--- config.mk ---
export PLATFORM = sky130hd
export DESIGN_NAME = seq_alu_flat
export DESIGN_NICKNAME = d
export VERILOG_FILES = /design/src/rtl/seq_alu_pkg.sv /design/src/rtl/seq_alu_if.sv /design/src/rtl/seq_alu_slice.sv /design/src/rtl/seq_alu.sv /design/src/flat_wrapper.sv
export SDC_FILE = /design/constraint.sdc
export NUM_CORES = 1
export LEC_CHECK = 0
export BUFFER_PORTS_ARGS = -buffer_cell sky130_fd_sc_hd__buf_2
export CORE_ASPECT_RATIO = 0.9
export CORE_UTILIZATION = 40
export DETAILED_ROUTE_END_ITERATION = 6
export GPL_ROUTABILITY_DRIVEN = 0
export PLACE_DENSITY_LB_ADDON = 0.1
export RECOVER_POWER = 100
export SLEW_MARGIN = 15
export SYNTH_ARGS = -nofsm -noshare
export SYNTH_HDL_FRONTEND = slang
export SYNTH_HIERARCHICAL = 1
export SYNTH_SLANG_ARGS = --single-unit
export TNS_END_PERCENT = 1
--- constraint.sdc ---
create_clock -name clk -period 5.3 [get_ports clk]
set_clock_uncertainty 0.1 [all_clocks]
set_input_delay 0.53 -clock clk [delete_from_list [all_inputs] [get_ports clk]]
set_output_delay 0.53 -clock clk [all_outputs]
set_load 0.02 [all_outputs]
--- src/rtl/seq_alu_pkg.sv ---
// Shared types and constants for the sequential ALU.
package seq_alu_pkg;

    typedef enum logic [3:0] {
        ADD   = 4'd0,
        ADC   = 4'd1,
        SUB   = 4'd2,
        SBC   = 4'd3,
        AND   = 4'd4,
        OR    = 4'd5,
        XOR   = 4'd6,
        CP    = 4'd7,
        INC   = 4'd8,
        DEC   = 4'd9,
        ADDW  = 4'd10,
        ADDSP = 4'd11,
        INCW  = 4'd12,
        DECW  = 4'd13
    } seq_alu_op_t;

    localparam int FLG_Z = 3;
    localparam int FLG_N = 2;
    localparam int FLG_H = 1;
    localparam int FLG_C = 0;

    typedef enum logic [1:0] {
        IDLE = 2'd0,
        RUN  = 2'd1,
        DONE = 2'd2
    } seq_alu_state_t;

    // Word ops walk all slices; everything else (including undefined codes) takes one.
    function automatic logic is_word_op(seq_alu_op_t op);
        return (op == ADDW) || (op == ADDSP) || (op == INCW) || (op == DECW);
    endfunction

    function automatic logic [3:0] pack_flags(logic z, logic n, logic h, logic c);
        logic [3:0] f;
        f        = '0;
        f[FLG_Z] = z;
        f[FLG_N] = n;
        f[FLG_H] = h;
        f[FLG_C] = c;
        return f;
    endfunction

endpackage

--- src/rtl/seq_alu_if.sv ---
// Request/response bus between the control FSM, the ALU and the register file.
interface seq_alu_if #(
    parameter int DATA_W = 8,
    parameter int NSLICE = 2
);
    import seq_alu_pkg::*;

    localparam int WORD_W = DATA_W * NSLICE;

    logic              in_valid;
    logic              in_ready;
    seq_alu_op_t       op_code;
    logic [WORD_W-1:0] op_A;
    logic [WORD_W-1:0] op_B;
    logic [3:0]        curr_flags;
    logic              out_valid;
    logic              out_ready;
    logic [WORD_W-1:0] result;
    logic [3:0]        next_flags;
    logic              op_err;

    modport master (
        output in_valid, op_code, op_A, op_B, curr_flags, out_ready,
        input  in_ready, out_valid, result, next_flags, op_err
    );

    modport slave (
        input  in_valid, op_code, op_A, op_B, curr_flags, out_ready,
        output in_ready, out_valid, result, next_flags, op_err
    );

endinterface

--- src/rtl/seq_alu_slice.sv ---
// One DATA_W-bit add/subtract slice with carry/borrow and half-carry outputs.
module alu_slice #(
    parameter int DATA_W = 8
) (
    input  logic [DATA_W-1:0] a,
    input  logic [DATA_W-1:0] b,
    input  logic              cin,
    input  logic              sub,
    output logic [DATA_W-1:0] sum,
    output logic              cout,
    output logic              hout,
    output logic              hw_out
);

    logic [DATA_W:0]   full;
    logic [4:0]        nib;
    logic [DATA_W-4:0] upper_h;

    // Full-width, bit-3 and bit-(DATA_W-5) adds; in subtract mode the top bit is the borrow.
    always_comb begin
        if (sub) begin
            full    = {1'b0, a} - {1'b0, b} - {{DATA_W{1'b0}}, cin};
            nib     = {1'b0, a[3:0]} - {1'b0, b[3:0]} - {4'b0, cin};
            upper_h = {1'b0, a[DATA_W-5:0]} - {1'b0, b[DATA_W-5:0]} - {{(DATA_W-4){1'b0}}, cin};
        end else begin
            full    = {1'b0, a} + {1'b0, b} + {{DATA_W{1'b0}}, cin};
            nib     = {1'b0, a[3:0]} + {1'b0, b[3:0]} + {4'b0, cin};
            upper_h = {1'b0, a[DATA_W-5:0]} + {1'b0, b[DATA_W-5:0]} + {{(DATA_W-4){1'b0}}, cin};
        end
        sum    = full[DATA_W-1:0];
        cout   = full[DATA_W];
        hout   = nib[4];
        hw_out = upper_h[DATA_W-4];
    end

endmodule

--- src/rtl/seq_alu.sv ---
// Multi-cycle byte/word ALU: one slice per cycle, low slice first, GameBoy flags.
module seq_alu
    import seq_alu_pkg::*;
#(
    parameter int DATA_W = 8,
    parameter int NSLICE = 2
) (
    input  logic        clk,
    input  logic        rst,
    seq_alu_if.slave    bus
);

    localparam int WORD_W = DATA_W * NSLICE;
    localparam int CNT_W  = (NSLICE > 1) ? $clog2(NSLICE) : 1;

    seq_alu_state_t    state_q, state_d;
    seq_alu_op_t       op_q, op_d;
    logic [WORD_W-1:0] a_q, a_d, b_q, b_d, acc_q, acc_d, result_q, result_d;
    logic [3:0]        fin_q, fin_d, flags_q, flags_d;
    logic              sub_q, sub_d, carry_q, carry_d;
    logic              lo_h_q, lo_h_d, lo_c_q, lo_c_d, err_q, err_d;
    logic [CNT_W-1:0]  cnt_q, cnt_d;

    logic [WORD_W-1:0] eff_a, eff_b;
    logic              eff_sub, eff_cin;

    logic [DATA_W-1:0] s_sum;
    logic              s_cout, s_hout, s_hwout;

    logic [WORD_W-1:0] fin_res;
    logic [3:0]        fin_flags;
    logic              fin_err, last_slice, lo_h, lo_c;
    logic [DATA_W-1:0] byte_val;

    alu_slice #(.DATA_W(DATA_W)) u_slice (
        .a      (a_q[DATA_W-1:0]),
        .b      (b_q[DATA_W-1:0]),
        .cin    (carry_q),
        .sub    (sub_q),
        .sum    (s_sum),
        .cout   (s_cout),
        .hout   (s_hout),
        .hw_out (s_hwout)
    );

    assign bus.in_ready   = (state_q == IDLE);
    assign bus.out_valid  = (state_q == DONE);
    assign bus.result     = result_q;
    assign bus.next_flags = flags_q;
    assign bus.op_err     = err_q;

    // Map the incoming op onto adder operands: INC/DEC(W) work on op_B with a constant 1.
    always_comb begin
        eff_a   = bus.op_A;
        eff_b   = bus.op_B;
        eff_sub = 1'b0;
        eff_cin = 1'b0;
        case (bus.op_code)
            ADC: eff_cin = bus.curr_flags[FLG_C];
            SUB, CP: eff_sub = 1'b1;
            SBC: begin
                eff_sub = 1'b1;
                eff_cin = bus.curr_flags[FLG_C];
            end
            INC, INCW: begin
                eff_a = bus.op_B;
                eff_b = WORD_W'(1);
            end
            DEC, DECW: begin
                eff_a   = bus.op_B;
                eff_b   = WORD_W'(1);
                eff_sub = 1'b1;
            end
            ADDSP: eff_b = {{(WORD_W-DATA_W){bus.op_B[DATA_W-1]}}, bus.op_B[DATA_W-1:0]};
            default: ;
        endcase
    end

    // Result and flag assembly from the slice currently in the adder (used on the last slice).
    always_comb begin
        last_slice = is_word_op(op_q) ? (cnt_q == CNT_W'(NSLICE - 1)) : 1'b1;
        // ADDSP flags come from slice 0, which may be the current slice or already registered
        lo_h       = (cnt_q == '0) ? s_hout : lo_h_q;
        lo_c       = (cnt_q == '0) ? s_cout : lo_c_q;
        byte_val   = s_sum;
        fin_flags  = fin_q;
        fin_err    = 1'b0;
        fin_res    = '0;
        case (op_q)
            ADD, ADC: fin_flags = pack_flags(s_sum == '0, 1'b0, s_hout, s_cout);
            SUB, SBC: fin_flags = pack_flags(s_sum == '0, 1'b1, s_hout, s_cout);
            CP: begin
                byte_val  = a_q[DATA_W-1:0];
                fin_flags = pack_flags(s_sum == '0, 1'b1, s_hout, s_cout);
            end
            INC: fin_flags = pack_flags(s_sum == '0, 1'b0, s_hout, fin_q[FLG_C]);
            DEC: fin_flags = pack_flags(s_sum == '0, 1'b1, s_hout, fin_q[FLG_C]);
            AND: begin
                byte_val  = a_q[DATA_W-1:0] & b_q[DATA_W-1:0];
                fin_flags = pack_flags(byte_val == '0, 1'b0, 1'b1, 1'b0);
            end
            OR: begin
                byte_val  = a_q[DATA_W-1:0] | b_q[DATA_W-1:0];
                fin_flags = pack_flags(byte_val == '0, 1'b0, 1'b0, 1'b0);
            end
            XOR: begin
                byte_val  = a_q[DATA_W-1:0] ^ b_q[DATA_W-1:0];
                fin_flags = pack_flags(byte_val == '0, 1'b0, 1'b0, 1'b0);
            end
            ADDW:  fin_flags = pack_flags(fin_q[FLG_Z], 1'b0, s_hwout, s_cout);
            ADDSP: fin_flags = pack_flags(1'b0, 1'b0, lo_h, lo_c);
            INCW, DECW: fin_flags = fin_q;
            default: begin
                byte_val = '0;
                fin_err  = 1'b1;
            end
        endcase
        if (is_word_op(op_q)) begin
            fin_res = {s_sum, acc_q[WORD_W-1:DATA_W]};
        end else begin
            fin_res[DATA_W-1:0] = byte_val;
        end
    end

    // FSM next state plus operand/partial-result shift registers.
    always_comb begin
        state_d  = state_q;
        op_d     = op_q;
        a_d      = a_q;
        b_d      = b_q;
        acc_d    = acc_q;
        result_d = result_q;
        fin_d    = fin_q;
        flags_d  = flags_q;
        sub_d    = sub_q;
        carry_d  = carry_q;
        lo_h_d   = lo_h_q;
        lo_c_d   = lo_c_q;
        err_d    = err_q;
        cnt_d    = cnt_q;
        case (state_q)
            IDLE: begin
                if (bus.in_valid) begin
                    op_d    = bus.op_code;
                    a_d     = eff_a;
                    b_d     = eff_b;
                    sub_d   = eff_sub;
                    carry_d = eff_cin;
                    fin_d   = bus.curr_flags;
                    cnt_d   = '0;
                    acc_d   = '0;
                    state_d = RUN;
                end
            end
            RUN: begin
                carry_d = s_cout;
                acc_d   = {s_sum, acc_q[WORD_W-1:DATA_W]};
                a_d     = a_q >> DATA_W;
                b_d     = b_q >> DATA_W;
                if (cnt_q == '0) begin
                    lo_h_d = s_hout;
                    lo_c_d = s_cout;
                end
                if (last_slice) begin
                    result_d = fin_res;
                    flags_d  = fin_flags;
                    err_d    = fin_err;
                    state_d  = DONE;
                end else begin
                    cnt_d = cnt_q + CNT_W'(1);
                end
            end
            DONE: begin
                if (bus.out_ready) begin
                    state_d = IDLE;
                end
            end
            default: state_d = IDLE;
        endcase
    end

    // State register with synchronous reset.
    always_ff @(posedge clk) begin
        if (rst) begin
            state_q  <= IDLE;
            op_q     <= ADD;
            a_q      <= '0;
            b_q      <= '0;
            acc_q    <= '0;
            result_q <= '0;
            fin_q    <= '0;
            flags_q  <= '0;
            sub_q    <= 1'b0;
            carry_q  <= 1'b0;
            lo_h_q   <= 1'b0;
            lo_c_q   <= 1'b0;
            err_q    <= 1'b0;
            cnt_q    <= '0;
        end else begin
            state_q  <= state_d;
            op_q     <= op_d;
            a_q      <= a_d;
            b_q      <= b_d;
            acc_q    <= acc_d;
            result_q <= result_d;
            fin_q    <= fin_d;
            flags_q  <= flags_d;
            sub_q    <= sub_d;
            carry_q  <= carry_d;
            lo_h_q   <= lo_h_d;
            lo_c_q   <= lo_c_d;
            err_q    <= err_d;
            cnt_q    <= cnt_d;
        end
    end

endmodule

--- src/flat_wrapper.sv ---
// flat-port wrapper written by rule: the top's interface ports become plain ports
module seq_alu_flat import seq_alu_pkg::*;
#(
    parameter int DATA_W = 8,
    parameter int NSLICE = 2
)
  (clk, rst, bus_in_valid, bus_op_code, bus_op_A, bus_op_B, bus_curr_flags, bus_out_ready, bus_in_ready, bus_out_valid, bus_result, bus_next_flags, bus_op_err);
  seq_alu_if #(.DATA_W(DATA_W), .NSLICE(NSLICE)) bus_i ();
  input  logic clk;
  input  logic rst;
  input wire logic [$bits(bus_i.in_valid)-1:0] bus_in_valid;
  input wire logic [$bits(bus_i.op_code)-1:0] bus_op_code;
  input wire logic [$bits(bus_i.op_A)-1:0] bus_op_A;
  input wire logic [$bits(bus_i.op_B)-1:0] bus_op_B;
  input wire logic [$bits(bus_i.curr_flags)-1:0] bus_curr_flags;
  input wire logic [$bits(bus_i.out_ready)-1:0] bus_out_ready;
  output wire logic [$bits(bus_i.in_ready)-1:0] bus_in_ready;
  output wire logic [$bits(bus_i.out_valid)-1:0] bus_out_valid;
  output wire logic [$bits(bus_i.result)-1:0] bus_result;
  output wire logic [$bits(bus_i.next_flags)-1:0] bus_next_flags;
  output wire logic [$bits(bus_i.op_err)-1:0] bus_op_err;
  assign bus_i.in_valid = bus_in_valid;
  assign bus_i.op_code = bus_op_code;
  assign bus_i.op_A = bus_op_A;
  assign bus_i.op_B = bus_op_B;
  assign bus_i.curr_flags = bus_curr_flags;
  assign bus_i.out_ready = bus_out_ready;
  assign bus_in_ready = bus_i.in_ready;
  assign bus_out_valid = bus_i.out_valid;
  assign bus_result = bus_i.result;
  assign bus_next_flags = bus_i.next_flags;
  assign bus_op_err = bus_i.op_err;
  seq_alu #(.DATA_W(DATA_W), .NSLICE(NSLICE)) u_core (.clk(clk), .rst(rst), .bus(bus_i));
endmodule
==> impl_metrics.yaml, run 1 <==
status:
  status: "finished with violations"
  violations: "capacitance limit, slew limit"
sta:
  setup_ws_ns: 1.18
  fmax_ghz: 0.243
  min_period_ns: 4.12
  fin_crit_sh: 0.777
  setup_violations: 0
  tightest_slew_ns: 2.81
  finalSetupTns_ns: 0
  rsz0062_at_grt: "false"
  maxSlewViolCount: 86
  maxSlewHeadroom: -0.876
  finalHoldViolCount: 0
worst_setup_path:
  critPathLaunchType: "flop"
  cp_top_family: "compound AO/OA/AOI/OAI gates"
  path_cells: "xor2_1 > nand2_1 > o21ai_0 > a221oi_1 > a211oi_1"
  worst_ep_required_time_ns: 5.45
  critPathMaxFanout: 23
  worstPathArrival_ns: 4.26
  cpMaxStageDelayCell: "o21ai_0"
  crit_type: "flop to flop"
  end_kind: "flop"
  max_stage_delay_ns: 2.06
  path_buf_inv: 0
route:
  wl_met2_um: 6560
  highest_layer: "met4"
  vias: 4823
  dr_wl_met3_um: 1030
  drt-pass1-iter-count: 5
  wl_per_cell_um: 17.6
  viasPerCell: 5.67
  drt_iter0_markers: 409
  detail-route-antenna-nets: 0
  drc: 0
  drt-met1-wl_um: 7120
  wl_um: 15000
global_route:
  grt_max_degree: 78
  grt_antenna_before_repair: 0
  grt-ovfl-total: 0
  grt_pass1_vias: 4532
  grt_pass1_wl_um: 24200
  track_usage: 0.240
synthesis:
  synthCells: 652
  netlist_area_mm2: 0.00502
  ys_types: 67
  synth.largest_area_cell: "dfxtp_1"
  yosysSeqAreaShare: 0.303
  ys_seq_elements: 76
  synth-main-ff-cell: "dfxtp_1"
  syn_nets: 737
  ys_warn_count: 6
  synth.most_common_cell: "nand2_1"
  synth-edff-count: 0
  synth.area.top_cells: "dfxtp_1, ha_1, nand2_1"
  ys_top_cells_by_count: "nand2_1, dfxtp_1, a21oi_1"
  async_flop_share: 0
  synth_top_area_frac: 0.303
  avgSynthCellArea_um2: 7.70
clocking:
  clock-sinks: 76
  postCtsHoldBufs: 0
  clk_pin_slew_worst_paths_ns: 0.06
  insertion_delay_ns: 0.34
  numCtsBuffers: 9
  clock_path_buffers: 2
  htreeDepth: 3
  root_buffer: "clkbuf_16"
  cts_tree: "done"
  postCtsResizedCells: 0
  cts_setup_buffers: 0
floorplan:
  num_rows: 38
  initial_core_util: 0.414
  dieArea_mm2: 0.0130
  die_w_um: 120
  die_h_um: 108
  pin_count: 67
  core_area_mm2: 0.0121
min_path:
  worst_hold_path_type: "primary input to flop"
cells_and_area:
  final_cell_area_mm2: 0.00560
  utilization: 0.462
  drive_gt1_frac: 0.117
  area_delta_synth_final_pct: 11.5
  n_fill_cell: 1265
  fin_nets: 771
  num_antenna_cells: 0
placed_design:
  portBuffers: 66
  dpl_cell_area_mm2: 0.00538
  post-dp-hpwl_um: 10800
  place_ws_ns: 1.78
flow_run:
  maxCapViolCount: 2
power_and_ir_drop:
  ir_drop_uv: 191
  powerDensity_mw_per_mm2: 328
  leakage_nw: 2.23
-- through the flow --
stage	power [W]	hold WS [ns]	cells
floorplan	0.00112	0.332	652
global placement	0.00126	0.339	835
detailed placement	0.00128	0.345	835
CTS	0.00186	0.317	851
global route	0.00194	0.327	851
finish	0.00184	0.324	851
-- power breakdown --
part,internal [W],switching [W],leakage [nW]
Combinational,0.000229,0.000364,1.48
Sequential,0.000615,0.0000564,0.621
Clock,0.000317,0.000255,0.133
-- cell families (layout without fill, tap and decap cells) --
group | Yosys count | after routing | share of synthesized area
AOI/OAI and AO/OA | 177 | 177 | 0.241
xor gates and xnor gates | 12 | 12 | 0.0209
adders and majority gates | 41 | 41 | 0.108
buffers and inverters | 96 | 135 | 0.0791
DFF | 76 | 76 | 0.303
muxes | 13 | 13 | 0.0322
and+or+nand+nor | 237 | 237 | 0.216
-- metal layers --
metal | GRT usage | up-vias
li1 | - | 2350
met1 | 0.335 | 2274
met3 | 0.0417 | 23
met4 | 0.0732 | 0
met5 | 0 | -
met2 | 0.376 | 176
-- placed cells by master (no fill, tap or decap), types with 4 or more instances in the layout --
| cell | Yosys | final |
|---|---|---|
| fa_1 | 4 | 4 |
| nor3_1 | 9 | 9 |
| nor2b_1 | 7 | 7 |
| nor2_1 | 62 | 62 |
| a211oi_1 | 10 | 11 |
| a311oi_1 | 5 | 5 |
| nor4_1 | 6 | 6 |
| xnor2_1 | 10 | 10 |
| o21ai_0 | 12 | 13 |
| a31oi_1 | 10 | 10 |
| a21oi_1 | 68 | 69 |
| nand4_1 | 6 | 6 |
| mux2i_1 | 9 | 9 |
| clkbuf_1 | 26 | 25 |
| a22oi_1 | 11 | 11 |
| inv_1 | 44 | 44 |
| buf_4 | 4 | 5 |
| a221oi_1 | 21 | 21 |
| a21o_1 | 11 | 11 |
| nand3_1 | 22 | 22 |
| buf_2 | 17 | 43 |
| dfxtp_1 | 76 | 76 |
| ha_1 | 37 | 37 |
| nand2_1 | 98 | 97 |
| nor4bb_1 | 5 | 5 |
| clkbuf_16 | 0 | 9 |
| nand2b_1 | 6 | 6 |
-- state kept, by name, summed over array words and instances, names as in the netlist --
register               cells
u_core/cnt_q               1
u_core/acc_q               8
u_core/op_q                4
u_core/carry_q             1
u_core/sub_q               1
u_core/bus.next_flags      4
u_core/bus.op_err          1
u_core/bus.result         16
u_core/state_q             2
u_core/b_q                16
u_core/lo_c_q              1
u_core/fin_q               4
u_core/a_q                16
u_core/lo_h_q              1
-- cell type report --
type | instances | area (µm²) | area share
sequential | 76 | 1520 | 0.272
inverter | 47 | 176 | 0.0315
clock inverter | 6 | 40.0 | 0.00716
tap | 160 | 200 | 0.0358
clock buffer | 10 | 229 | 0.0409
multi-input combinational | 480 | 3090 | 0.551
timing repair buffer | 72 | 343 | 0.0613
-- final timing paths --
kind	start	endpoint	slack (ns)	cells after the start
setup / recovery	u_core/op_q[2]	u_core/bus.result[5]	1.18	5
hold / removal	bus_curr_flags[1]	u_core/fin_q[1]	0.32	3
setup reg to reg	u_core/op_q[2]	u_core/bus.result[5]	1.18	5
hold reg to reg	u_core/bus.op_err	u_core/bus.op_err	0.35	2
-- worst reg2reg max path, delay by kind of cell (launching register included) --
kind | cells | cell delay (ns)
compound gates | 3 | 2.59
xor+xnor | 1 | 0.37
flops | 1 | 0.82
simple gates | 1 | 0.14
(Power assumes the default switching activity.)
==> inputs of run 2 (changes only) <==
==> constraint.sdc (replaced) <==
create_clock -name clk -period 3.35 [get_ports clk]
set_clock_uncertainty 0.1 [all_clocks]
set_input_delay 0.335 -clock clk [delete_from_list [all_inputs] [get_ports clk]]
set_output_delay 0.335 -clock clk [all_outputs]
set_load 0.02 [all_outputs]
==> run 2 against run 1 <==
  * The flow still finishes with violations (capacitance limit, slew limit)
  * Critical path depth grew 7
  * First-iteration DRC count shrank 18%
  * Sequential share of layout area down 1.0 points
  * Combinational power is 77% higher
  * Non-clock buffer count rose by 25
==> impl_metrics.yaml, run 2 (same netlist as run 1, synthesis figures left out) <==
placed_design:
  portBuffers: 66
  place_inst: 860
  place_ws_ns: 0.0891
  dpl_cell_area_mm2: 0.00556
  post-dp-hpwl_um: 11300
floorplan:
  initial_core_util: 0.414
  num_rows: 38
  dieArea_mm2: 0.0130
  core_area_mm2: 0.0121
  die_w_um: 120
  die_h_um: 108
  pin_count: 67
worst_setup_path:
  path_cells: "inv_1 > fa_1 > fa_1 > nand2_1 > a31o_1 > a41oi_2 > mux2i_1 > a211oi_2 > mux2_2 > a41o_1 > a221oi_2 > nor3_1"
  cp_common_cell: "fa_1"
  critPathLaunchType: "flop"
  worstPathArrival_ns: 3.29
  r2r_start: "u_core/a_q[0]"
  worstReg2RegEnd: "u_core/bus.next_flags[0]"
  rr_worst_depth: 12
  critPathMaxFanout: 4
  worst_ep_required_time_ns: 3.46
  end_kind: "flop"
  cpMaxStageDelayCell: "fa_1"
  max_stage_delay_ns: 0.48
  r2r_slack_ns: 0.17
  crit_type: "flop to flop"
global_route:
  grt_antenna_before_repair: 0
  track_usage: 0.243
  grt_pass1_wl_um: 24500
  grt-ovfl-total: 0
  grt_max_degree: 52
  grt_pass1_vias: 4625
route:
  viasPerCell: 5.58
  dr_wl_met3_um: 726
  drt-met1-wl_um: 7410
  wl_per_cell_um: 17.1
  vias: 4875
  drt_iter0_markers: 334
  detail-route-antenna-nets: 0
  drc: 0
  wl_um: 14900
  wl_met2_um: 6440
  drt-pass1-iter-count: 5
  highest_layer: "met4"
min_path:
  holdPathEnd: "u_core/fin_q[1]"
  worst_hold_path_type: "primary input to flop"
  whs_path_depth: 3
  min_from: "bus_curr_flags[1]"
clocking:
  htreeDepth: 3
  numCtsBuffers: 9
  postCtsResizedCells: 0
  clk_pin_slew_worst_paths_ns: 0.06
  clock-sinks: 76
  cts_setup_buffers: 0
  root_buffer: "clkbuf_16"
  insertion_delay_ns: 0.35
  clock_path_buffers: 2
  postCtsHoldBufs: 0
  cts_tree: "done"
sta:
  finalHoldViolCount: 0
  setup_ws_ns: 0.174
  whs_ns: 0.132
  setup_violations: 0
  finalSetupTns_ns: 0
  fmax_ghz: 0.315
  fin_crit_sh: 0.948
  rsz0062_at_grt: "false"
  min_period_ns: 3.18
  maxSlewViolCount: 49
  tightest_slew_ns: 1.57
  maxSlewHeadroom: -0.0493
status:
  status: "finished with violations"
  violations: "capacitance limit, slew limit"
cells_and_area:
  drive_gt1_frac: 0.148
  num_antenna_cells: 0
  layout_commonest_cell: "nand2_1"
  fin_nets: 796
  area_delta_synth_final_pct: 16.1
  finalNonFillerCells: 874
  final_cell_mix: "nand2_1, dfxtp_1, a21oi_1, nor2_1, inv_1"
  final_cell_area_mm2: 0.00582
power_and_ir_drop:
  leakage_nw: 2.37
  ir_drop_uv: 301
  powerDensity_mw_per_mm2: 525
flow_run:
  maxCapViolCount: 1
run 2: cell types whose count changed in the layout (fill, tap and decap cells not counted), sizes merged:
cell	previous run	this run
bufinv	0	1
clkbuf	34	41
clkinvlp	1	0
inv	48	47
buf	48	68
clkinv	4	1
run 2: routing by layer:
| metal | up-vias | GRT usage |
|---|---|---|
| met1 | 2312 | 0.339 |
| li1 | 2409 | - |
| met3 | 26 | 0.0501 |
| met4 | 0 | 0.0946 |
| met5 | - | 0 |
| met2 | 128 | 0.367 |
run 2: worst max path at each step:
stage / from / to / slack [ns]
2_1_floorplan: u_core/a_q[4] / u_core/bus.next_flags[0] / 0.18
3_3_place_gp: u_core/a_q[4] / u_core/bus.next_flags[0] / 0.15
3_5_place_dp: u_core/a_q[0] / u_core/bus.next_flags[3] / 0.09
4_1_cts: u_core/a_q[0] / u_core/bus.next_flags[3] / 0.03
5_1_grt: u_core/a_q[0] / u_core/bus.next_flags[0] / 0.02
6_report: u_core/a_q[0] / u_core/bus.next_flags[0] / 0.17
run 2: worst max-delay path, delay by kind of cell (launching register included):
kind / cells / cell delay, ns
DFF: 1 / 0.35
and+or+nand+nor: 2 / 0.18
buffers and inverters: 1 / 0.09
adders and majority gates: 2 / 0.89
muxes: 2 / 0.48
AOI/OAI and AO/OA: 5 / 0.95
run 2: per-stage QoR:
stage	util	total power (W)
floorplan	-	0.00177
CTS	0.483	0.00308
detailed placement	0.459	0.00209
finish	0.480	0.00305
global route	0.480	0.00324
global placement	0.459	0.00207
run 2: cell type report:
| cell class | count | area, µm² |
|---|---|---|
| Tap cell | 160 | 200 |
| Timing Repair Buffer | 97 | 513 |
| Clock buffer | 12 | 256 |
| Sequential cell | 76 | 1520 |
| Clock inverter | 2 | 35.0 |
| Multi-Input combinational cell | 480 | 3120 |
| Inverter | 47 | 176 |
| Fill cell | 1235 | 6300 |
run 2: power breakdown:
group	switching (W)	internal, W
combinational	0.000630	0.000417
sequential	0.0000584	0.000974
clock	0.000367	0.000608
==> inputs of run 3 (changes only) <==
--- a/config.mk
+++ b/config.mk
@@ -5,6 +5,7 @@
 export SDC_FILE = /design/constraint.sdc
 export NUM_CORES = 1
 export LEC_CHECK = 0
+export ABC_AREA = 1
 export BUFFER_PORTS_ARGS = -buffer_cell sky130_fd_sc_hd__buf_2
 export CORE_ASPECT_RATIO = 0.9
 export CORE_UTILIZATION = 40
==> run 3 against run 2 <==
  * The run now ends clean
  * Combinational power about the same
  * Sequential share of layout area increased by 0.73 points
  * Cell count increased by 14%
  * Fmax grew 4.4%
  * Sequential cell count unchanged
  * Hold slack better by 0.0071 ns
  * Clock power decreased by 7.5%
  * Synthesized cell count up 18%
  * Largest power group is now sequential cells
==> impl_metrics.yaml, run 3 <==
floorplan:
  core_area_mm2: 0.0121
  dieArea_mm2: 0.0129
  initial_core_util: 0.412
  die_w_um: 120
  pin_count: 67
  die_h_um: 108
  num_rows: 38
synthesis:
  netlist_area_mm2: 0.00499
  ys_top_cells_by_count: "nand2_1, inv_1, a21oi_1"
  synth-edff-count: 0
  avgSynthCellArea_um2: 6.48
  synth.area.top_cells: "dfxtp_1, nand2_1, ha_1"
  ys_seq_elements: 76
  yosysSeqAreaShare: 0.305
  synth.most_common_cell: "nand2_1"
  async_flop_share: 0
  ys_warn_count: 6
  synth_top_area_frac: 0.305
  synth-main-ff-cell: "dfxtp_1"
  ys_types: 32
  synthCells: 771
  synth.largest_area_cell: "dfxtp_1"
  syn_nets: 856
sta:
  setup_ws_ns: 0.309
  maxSlewHeadroom: 0.0909
  maxSlewViolCount: 0
  fin_crit_sh: 0.908
  finalHoldViolCount: 0
  setup_violations: 0
  tightest_slew_ns: 1.35
  rsz0062_at_grt: "false"
  finalSetupTns_ns: 0
  fmax_ghz: 0.329
  min_period_ns: 3.04
worst_setup_path:
  rr_worst_depth: 17
  worstPathArrival_ns: 3.22
  endpoint: "u_core/bus.next_flags[1]"
  r2r_start: "u_core/a_q[0]"
  cp_top_family: "adder cells"
  path_buf_inv: 4
  r2r_slack_ns: 0.31
  worst_ep_required_time_ns: 3.53
  critPathLaunchType: "flop"
  cpMaxStageDelayCell: "fa_1"
  end_kind: "flop"
  cp_common_cell: "nand2_1"
  max_stage_delay_ns: 0.48
  cp_num_cells: 17
  crit_start: "u_core/a_q[0]"
  worstReg2RegEnd: "u_core/bus.next_flags[1]"
  path_cells: "inv_1 > fa_1 > fa_1 > nand2_1 > nand2_1 > nand2_2 > inv_1 > nand2_1 > nand3_1 > o21ai_0 > clkbuf_1 > inv_1 > o21ai_0 > nand2_1 > nand4_1 > nand3_1 > a21oi_1"
  crit_type: "flop to flop"
  critPathMaxFanout: 5
power_and_ir_drop:
  seq_power_share: 0.353
  leakage_nw: 2.60
  switching_share: 0.390
  p_switching_w: 0.00118
  p_comb_frac: 0.349
  p_int_w: 0.00185
  powerDensity_mw_per_mm2: 536
  ir_drop_uv: 368
  clockPowerShare: 0.297
flow_run:
  maxCapViolCount: 0
clocking:
  postCtsHoldBufs: 0
  clk_pin_slew_worst_paths_ns: 0.06
  clock-sinks: 76
  cts_tree: "done"
  postCtsResizedCells: 0
  clock_path_buffers: 2
  root_buffer: "clkbuf_16"
  numCtsBuffers: 9
  insertion_delay_ns: 0.35
  htreeDepth: 3
  cts_setup_buffers: 0
placed_design:
  post-dp-hpwl_um: 11000
  place_ws_ns: 0.345
  portBuffers: 66
min_path:
  worst_hold_path_type: "primary input to flop"
  whs_path_depth: 4
route:
  detail-route-antenna-nets: 0
  wl_um: 14500
  drt-pass1-iter-count: 5
  wl_per_cell_um: 14.6
  viasPerCell: 5.15
  drt_iter0_markers: 363
  drc: 0
  vias: 5116
cells_and_area:
  area_delta_synth_final_pct: 13.4
  num_antenna_cells: 0
  fin_nets: 914
  n_fill_cell: 1323
  drive_gt1_frac: 0.0947
  final_cell_mix: "nand2_1, inv_1, a21oi_1, dfxtp_1, nor2_1"
  layout_commonest_cell: "nand2_1"
global_route:
  grt_pass1_vias: 4768
  grt-ovfl-total: 0
  grt_max_degree: 50
  track_usage: 0.242
  grt_pass1_wl_um: 24300
  grt_antenna_before_repair: 0
status:
  status: "finished clean"
## run 3: changes by cell type in the layout (fill, tap and decap cells not counted), sizes merged, moves of 9 or more
cell,delta
a211oi,-10
xnor2,-9
a21o,-11
a221oi,-23
nor3,-9
nand3,+20
mux2i,-9
nand2,+119
a22oi,-11
a21oi,+18
buf,-18
o21ai,+53
o22ai,+11
inv,+52
## run 3: area by class of cell
cell class | instances | area [µm²] | share of cell area
multi-input combinational | 562 | 2910 | 0.515
sequential | 76 | 1520 | 0.269
inverter | 101 | 379 | 0.0670
timing repair buffer | 79 | 378 | 0.0668
clock buffer | 10 | 229 | 0.0405
tap | 160 | 200 | 0.0354
clock inverter | 6 | 40.0 | 0.00707
## run 3: logic make-up after synthesis
group	share of synthesized area
AND/OR/NAND/NOR	0.267
adder cells (fa/ha/maj)	0.109
flip-flops	0.305
AO/OA/AOI/OAI	0.205
buffers and inverters	0.110
XOR/XNOR	0.00526
## run 3: routing by layer
layer  global-route usage  vias up  wire [µm]
li1                     -     2604          -
met4               0.0920        0        295
met5                    0        -          0
met1                0.349     2339       7300
met3               0.0364       21        698
met2                0.363      152       6240
## run 3: worst register-to-register path, delay by kind of cell, from the launching register on
| kind | cells | cell delay [ns] |
|---|---|---|
| fa+ha+maj | 2 | 0.90 |
| simple gates | 8 | 0.60 |
| buf+inv | 4 | 0.51 |
| compound gates | 3 | 0.46 |
| flops | 1 | 0.40 |
## run 3: worst min-delay path by stage
stage	startpoint	endpoint	slack (ns)
after global routing	bus_out_ready	u_core/state_q[1]	0.16
after CTS	bus_out_ready	u_core/state_q[1]	0.13
after detailed placement	u_core/acc_q[11]	u_core/acc_q[11]	0.35
after global placement	u_core/acc_q[11]	u_core/acc_q[11]	0.35
final	bus_out_ready	u_core/state_q[1]	0.14
after floorplan	u_core/fin_q[1]	u_core/fin_q[1]	0.33
## run 3: power groups by stage
stage / clock network [W] / registers [W] / logic [W]
2_1_floorplan: 0 / 0.00109 / 0.000768
3_3_place_gp: 0 / 0.00109 / 0.00106
3_5_place_dp: 0 / 0.00109 / 0.00106
4_1_cts: 0.000923 / 0.00107 / 0.00107
5_1_grt: 0.000954 / 0.00109 / 0.00122
6_report: 0.000902 / 0.00107 / 0.00106
## run 3: stage by stage
stage	hold WS (ns)	total power [W]	util	std cells	instance area [µm²]
floorplan	0.330	0.00186	-	771	4990
global placement	0.349	0.00215	0.450	978	5450
detailed placement	0.353	0.00216	0.450	978	5450
CTS	0.134	0.00307	0.472	994	5720
global route	0.159	0.00326	0.467	994	5660
finish	0.139	0.00303	0.467	994	5660
